===== src/rtl/display_pkg.sv =====
// Shared constants for the multiplexed 7-segment scanner: active-low glyph
// patterns (segment a in bit 0 ... g in bit 6, decimal point in bit 7) and
// a sizing helper for counters.
package display_pkg;

    localparam logic [7:0] SEG_0     = 8'hC0;
    localparam logic [7:0] SEG_1     = 8'hF9;
    localparam logic [7:0] SEG_2     = 8'hA4;
    localparam logic [7:0] SEG_3     = 8'hB0;
    localparam logic [7:0] SEG_4     = 8'h99;
    localparam logic [7:0] SEG_5     = 8'h92;
    localparam logic [7:0] SEG_6     = 8'h82;
    localparam logic [7:0] SEG_7     = 8'hF8;
    localparam logic [7:0] SEG_8     = 8'h80;
    localparam logic [7:0] SEG_9     = 8'h90;
    localparam logic [7:0] SEG_A     = 8'h88;
    localparam logic [7:0] SEG_B     = 8'h83;
    localparam logic [7:0] SEG_C     = 8'hC6;
    localparam logic [7:0] SEG_D     = 8'hA1;
    localparam logic [7:0] SEG_E     = 8'h86;
    localparam logic [7:0] SEG_F     = 8'h8E;
    localparam logic [7:0] SEG_BLANK = 8'hFF;

    // Bits needed to hold the values 0..n-1, never less than one bit.
    function automatic int width_of(input int n);
        return (n <= 2) ? 1 : $clog2(n);
    endfunction

endpackage


===== src/rtl/hex7seg_dec.sv =====
// Combinational hex-to-7-segment decoder with decimal point and blanking.
// All outputs are active-low; blank forces every segment off.
module hex7seg_dec
    import display_pkg::*;
(
    input  logic [3:0] hex,
    input  logic       point,
    input  logic       blank,
    output logic [7:0] seg
);

    logic [7:0] glyph;

    // Look up the glyph, then overlay the decimal point and blanking.
    always_comb begin
        // NOTE: every output of a combinational block gets a default first so no latch is inferred.
        glyph = SEG_BLANK;
        case (hex)
            4'h0: glyph = SEG_0;
            4'h1: glyph = SEG_1;
            4'h2: glyph = SEG_2;
            4'h3: glyph = SEG_3;
            4'h4: glyph = SEG_4;
            4'h5: glyph = SEG_5;
            4'h6: glyph = SEG_6;
            4'h7: glyph = SEG_7;
            4'h8: glyph = SEG_8;
            4'h9: glyph = SEG_9;
            4'hA: glyph = SEG_A;
            4'hB: glyph = SEG_B;
            4'hC: glyph = SEG_C;
            4'hD: glyph = SEG_D;
            4'hE: glyph = SEG_E;
            4'hF: glyph = SEG_F;
            default: glyph = SEG_BLANK;
        endcase
        seg = blank ? SEG_BLANK : {glyph[7] & ~point, glyph[6:0]};
    end

endmodule


===== src/rtl/display_scan_n.sv =====
// N-digit multiplexed common-anode 7-segment driver. Inputs are captured
// once per frame into shadow registers so a frame never shows a mix of old
// and new values. Each digit slot starts with one dark cycle (dead time)
// to avoid ghosting; the rest of the slot is gated by PWM brightness,
// per-digit enable/blink and leading-zero blanking. Outputs are registered.
module display_scan_n
    import display_pkg::*;
#(
    parameter int N_DIGITS     = 8,
    parameter int SCAN_DIV     = 131072,
    parameter int PWM_BITS     = 4,
    parameter int BLINK_FRAMES = 64
) (
    input  logic                  clk,
    input  logic                  rst,
    input  logic [4*N_DIGITS-1:0] hexs,
    input  logic [N_DIGITS-1:0]   points,
    input  logic [N_DIGITS-1:0]   LEs,
    input  logic [N_DIGITS-1:0]   blink,
    input  logic [PWM_BITS-1:0]   brightness,
    input  logic                  lz_blank,
    output logic [N_DIGITS-1:0]   AN,
    output logic [7:0]            SEGMENT,
    output logic                  frame_pulse
);

    localparam int IDX_W = width_of(N_DIGITS);
    localparam int CNT_W = width_of(SCAN_DIV);
    localparam int BLK_W = width_of(BLINK_FRAMES);

    localparam logic [CNT_W-1:0] SCAN_LAST  = CNT_W'(SCAN_DIV - 1);
    localparam logic [IDX_W-1:0] IDX_LAST   = IDX_W'(N_DIGITS - 1);
    localparam logic [BLK_W-1:0] BLINK_LAST = BLK_W'(BLINK_FRAMES - 1);

    // Scan position.
    logic [CNT_W-1:0] scan_cnt;
    logic [IDX_W-1:0] digit_idx;
    logic             capture;

    // Blink timing.
    logic [BLK_W-1:0] blink_cnt;
    logic             blink_phase;

    // Frame-stable copies of the inputs.
    logic [4*N_DIGITS-1:0] sh_hexs;
    logic [N_DIGITS-1:0]   sh_points;
    logic [N_DIGITS-1:0]   sh_les;
    logic [N_DIGITS-1:0]   sh_blink;
    logic [PWM_BITS-1:0]   sh_brightness;
    logic                  sh_lz;

    // Per-slot decisions.
    logic [N_DIGITS-1:0] lz_mask;
    logic                zero_run;
    logic [3:0]          cur_hex;
    logic                cur_point;
    logic                pwm_on;
    logic                lit;
    logic [N_DIGITS-1:0] an_next;
    logic [7:0]          seg_next;

    // A new frame starts at the dead cycle of digit 0.
    assign capture = (scan_cnt == '0) && (digit_idx == '0);

    // Slot counter and digit rotation.
    always_ff @(posedge clk) begin
        // NOTE: sequential state uses non-blocking assignments so every register samples pre-edge values.
        if (rst) begin
            scan_cnt  <= '0;
            digit_idx <= '0;
        end else if (scan_cnt == SCAN_LAST) begin
            scan_cnt  <= '0;
            digit_idx <= (digit_idx == IDX_LAST) ? '0 : digit_idx + IDX_W'(1);
        end else begin
            scan_cnt  <= scan_cnt + CNT_W'(1);
        end
    end

    // Blink half-period counter, advanced once per frame.
    always_ff @(posedge clk) begin
        if (rst) begin
            blink_cnt   <= '0;
            blink_phase <= 1'b0;
        end else if (capture) begin
            if (blink_cnt == BLINK_LAST) begin
                blink_cnt   <= '0;
                blink_phase <= ~blink_phase;
            end else begin
                blink_cnt   <= blink_cnt + BLK_W'(1);
            end
        end
    end

    // Shadow capture at the start of each frame.
    always_ff @(posedge clk) begin
        // NOTE: shadow registers are reset so the first frame after reset never decodes unknown data.
        if (rst) begin
            sh_hexs       <= '0;
            sh_points     <= '0;
            sh_les        <= '0;
            sh_blink      <= '0;
            sh_brightness <= '0;
            sh_lz         <= 1'b0;
        end else if (capture) begin
            sh_hexs       <= hexs;
            sh_points     <= points;
            sh_les        <= LEs;
            sh_blink      <= blink;
            sh_brightness <= brightness;
            sh_lz         <= lz_blank;
        end
    end

    // Leading-zero mask: walk down from the top digit while digits are empty.
    always_comb begin
        zero_run = 1'b1;
        lz_mask  = '0;
        for (int k = N_DIGITS - 1; k >= 0; k--) begin
            zero_run = zero_run & (sh_hexs[4*k +: 4] == 4'h0) & ~sh_points[k];
            if (k != 0) begin
                lz_mask[k] = zero_run & sh_lz;
            end
        end
    end

    // Decide whether the current digit is lit in this cycle.
    always_comb begin
        cur_hex   = sh_hexs[{digit_idx, 2'b00} +: 4];
        cur_point = sh_points[digit_idx];
        pwm_on    = (scan_cnt[PWM_BITS-1:0] <= sh_brightness);
        lit       = (scan_cnt != '0) && pwm_on
                    && !sh_les[digit_idx]
                    && !(sh_blink[digit_idx] && blink_phase)
                    && !lz_mask[digit_idx];
        an_next   = lit ? ~(N_DIGITS'(1) << digit_idx) : '1;
    end

    hex7seg_dec u_dec (
        .hex   (cur_hex),
        .point (cur_point),
        .blank (~lit),
        .seg   (seg_next)
    );

    // Registered pin drivers and frame strobe.
    always_ff @(posedge clk) begin
        if (rst) begin
            AN          <= '1;
            SEGMENT     <= SEG_BLANK;
            frame_pulse <= 1'b0;
        end else begin
            AN          <= an_next;
            SEGMENT     <= seg_next;
            frame_pulse <= capture;
        end
    end

endmodule


===== config.mk =====
export PLATFORM = sky130hd
export DESIGN_NAME = display_scan_n
export DESIGN_NICKNAME = d
export VERILOG_FILES = /design/src/rtl/display_pkg.sv /design/src/rtl/hex7seg_dec.sv /design/src/rtl/display_scan_n.sv
export SDC_FILE = /design/constraint.sdc
export NUM_CORES = 1
export LEC_CHECK = 0
export CORE_AREA = 5 5 168 105
export DETAILED_ROUTE_END_ITERATION = 10
export DIE_AREA = 0 0 173 110
export PLACE_DENSITY_LB_ADDON = 0.3
export SETUP_SLACK_MARGIN = 0.4
export SYNTH_ARGS = -nofsm -noshare
export SYNTH_HDL_FRONTEND = slang
export SYNTH_SLANG_ARGS = --single-unit

===== constraint.sdc =====
create_clock -name clk -period 4.75 [get_ports clk]
set_input_delay 0.7125 -clock clk [delete_from_list [all_inputs] [get_ports clk]]
set_output_delay 0.7125 -clock clk [all_outputs]
set_load 0.02 [all_outputs]

==> run_results.csv <==
group,metric,value,unit
outcome,status,"finished clean",
finish,layout.filler_cells,1641,
setup_path,cp_max_fo,15,
die,row_count,36,
sta,timing.final.crit_period,3.186,ns
clock_network,post_cts_setup_buffer_count,0,
global_route,global_route.usage.total,12.88,%
sta,grt_setup_unrepaired,"false",
finish,antenna-diode-count,0,
sta,slew_headroom,20.45,%
die,dieArea,19030,sq um
logic_synthesis,synth-edff-count,0,
sta,finalClockSkew,0.008213,ns
clock_network,tritoncts,"done",
clock_network,postCtsResizedCells,0,
sta,fin_worst_hold_slack,0.4533,ns
finish,final_common_cell,"sky130_fd_sc_hd__nand2_1",
logic_synthesis,syn_area,4702,sq um
power_and_ir_drop,ir_drop,0.0001518,V
finish,sequential_standard_cell_area,2102,sq um
sta,finalSetupViolCount,0,
sta,fin_tns_setup,0,ns
finish,post_route_cells_drive_above_1_share,6.992,%
setup_path,cp_data_required_time,4.95,ns
finish,multiInputGateArea,2381,sq um
setup_path,critical_path.startpoint_type,"flop",
setup_path,critical_path.endpoint_type,"flop",
global_route,grt_start_max_net_pins,74,
sta,hold_viol_final,0,
clock_network,hold_buffers,0,
clock_network,tritoncts.num_buffers,9,
global_route,grt_antenna_before_repair,0,
placed_design,globalplace.congestion,0.7969,
clock_network,h-tree-depth,3,
sta,fin_crit_sh,67.07,%
route,average_routed_wire_per_standard_cell,14.59,um
route,dr_total_vias,3885,
logic_synthesis,ys_seq_area_share,44.70,%
sta,tightest_slew,1.160,ns
placed_design,placement.io_buffers,79,
die,core-area,15950,sq um
power_and_ir_drop,p_per_area,352.8,nW/um^2
die,ios,80,
logic_synthesis,avgSynthCellArea,8.549,sq um
logic_synthesis,cell_count_after_synthesis,550,
logic_synthesis,postSynthRegisterBits,105,
route,detail_route.first_pass.iterations,4,
logic_synthesis,synthesis.yosys.warnings,0,
die,initial_core_util,29.49,%
clock_network,worst_setup_hold_path_clk_slew,0.07,ns
clock_network,cts_root_buffer,"sky130_fd_sc_hd__clkbuf_16",
logic_synthesis,mappedNetlistNets,633,
setup_path,critical-path-slowest-cell,"sky130_fd_sc_hd__mux2i_1",
setup_path,timing.critical_path.cells,"buf_4 > mux4_2 > mux2i_1 > nor2_1 > a21o_1 > a22oi_1 > nand2_1",
global_route,grt_first_pass_wirelength,19610,um
worst_hold_path,hold_path_class,"flop to flop",
logic_synthesis,async_flop_share,0,%
finish,mostFrequentLayoutCells,"150 x sky130_fd_sc_hd__nand2_1, 105 x sky130_fd_sc_hd__dfxtp_1, 78 x sky130_fd_sc_hd__clkdlybuf4s50_1",
placed_design,detailed_place_hpwl,8907,um
setup_path,worst_path_largest_cell_delay,0.87,ns
route,drt_wl_total,12030,um
die,die_h,110,um
route,post_dr_vias_cell,4.715,
clock_network,tritoncts_num_sinks,105,
logic_synthesis,yosys_most_used_dff,"sky130_fd_sc_hd__dfxtp_1",
sta,timing.fmax,313.9,MHz
route,antenna_left,0,
global_route,grt_pass1_vias,3827,
power_and_ir_drop,power.leakage,0.002252,uW
finish,finish.net_count,694,
die,die-width,173,um
global_route,grt_remaining_overflow,0,
route,detail_route.drc_violations,0,
finish,layout-area-overhead-vs-synth,25.84,%
logic_synthesis,synth.distinct_cells,46,
clock_network,clock_insertion_delay_worst_skew,0.35,ns
sta,timing.final.max_slew_violations,0,
route,dr.first_iter.drc_count,261,
setup_path,timing_worst_setup_path_type,"flop to flop",
run,max_cap_viol_count,0,
setup_path,worst-endpoint-arrival,3.38,ns
clock_network,clock_tree.buffer_depth,2,
[where the power goes]
group          internal, uW  switching, uW
Sequential              946           44.9
Clock                   433            314
Combinational           160            189
Total                  1540            548
[kinds of logic (layout without fill, tap and decap cells)]
logic type,Yosys count,count (layout),share of synthesized area [%]
AOI/OAI and AO/OA,96,96,11.39
buffers and inverters,50,115,4.736
DFF,105,105,44.70
and+or+nand+nor,243,243,22.80
xor gates and xnor gates,14,14,2.608
adders and majority gates,20,20,5.322
muxes,22,22,8.435
[routing by layer]
layer / vias up / routed length (um) / GRT usage, %
li1: 1989 / - / -
met1: 1804 / 6412 / 18.89
met5: - / 0 / 0
met3: 8 / 632 / 3.954
met2: 84 / 4873 / 18.26
met4: 0 / 108 / 3.472
[per-stage QoR]
| stage | power, uW | utilization [%] | std cells | setup slack [ns] | area, sq um |
|---|---|---|---|---|---|
| floorplan | 1230 | - | 550 | 2.163 | 4702 |
| global placement | 1352 | 35.25 | 809 | 1.620 | 5620 |
| detailed placement | 1362 | 35.25 | 809 | 1.603 | 5620 |
| CTS | 2111 | 37.11 | 824 | 1.586 | 5917 |
| global route | 2196 | 37.11 | 824 | 1.349 | 5917 |
| finish | 2088 | 37.11 | 824 | 1.564 | 5917 |
[sequential cells by signal, indices dropped and copies added (netlist names)]
| name | cells |
|---|---|
| sh_hexs | 32 |
| scan_cnt | 17 |
| AN | 8 |
| SEGMENT | 8 |
| sh_blink | 8 |
| sh_les | 8 |
| sh_points | 8 |
| blink_cnt | 6 |
| sh_brightness | 4 |
| digit_idx | 3 |
| blink_phase | 1 |
| frame_pulse | 1 |
| sh_lz | 1 |
[worst max-delay path, delay by kind of cell (launching register included)]
family	cells	cell delay [ns]
multiplexers	2	1.41
flip-flops	1	0.70
buffers and inverters	1	0.35
AO/OA/AOI/OAI	2	0.34
AND/OR/NAND/NOR	2	0.23
[synth_stat cells (all sizes together), types with 2 or more instances]
cell	n	area, sq um
a21oi	73	369.1
a22oi	2	15.01
and2	3	21.27
and3	2	12.51
buf	12	80.08
clkbuf	20	75.07
dfxtp	105	2102
ha	20	250.2
inv	18	67.56
mux2i	7	70.07
mux4	14	315.3
nand2	151	566.8
nand3	17	85.08
nand4	7	43.79
nor2	34	127.6
nor2b	4	25.02
nor3	4	20.02
nor4	5	46.29
o21ai	6	30.03
o221ai	2	17.52
o22ai	2	12.51
o311ai	2	17.52
or2	2	12.51
or3	4	25.02
or4	7	56.30
xnor2	2	17.52
xor2	12	105.1
[final cells by class]
class	instances	area share [%]
Clock buffer	12	4.335
Clock inverter	3	0.6767
Inverter	18	1.142
Multi-Input combinational cell	395	40.24
Sequential cell	105	35.53
Tap cell	209	4.420
Timing Repair Buffer	82	13.66
[path summary, 6_finish.rpt]
path,startpoint,to,slack [ns],depth (start not counted)
setup / recovery,digit_idx[0]$_SDFFE_PP0P_,SEGMENT[4]$_SDFF_PP1_,1.56,7
hold reg to reg,sh_hexs[2]$_SDFFE_PP0P_,sh_hexs[2]$_SDFFE_PP0P_,0.45,2
setup reg to reg,digit_idx[0]$_SDFFE_PP0P_,SEGMENT[4]$_SDFF_PP1_,1.56,7
hold / removal,sh_hexs[2]$_SDFFE_PP0P_,sh_hexs[2]$_SDFFE_PP0P_,0.45,2
Power figures use the tool's default switching activity.
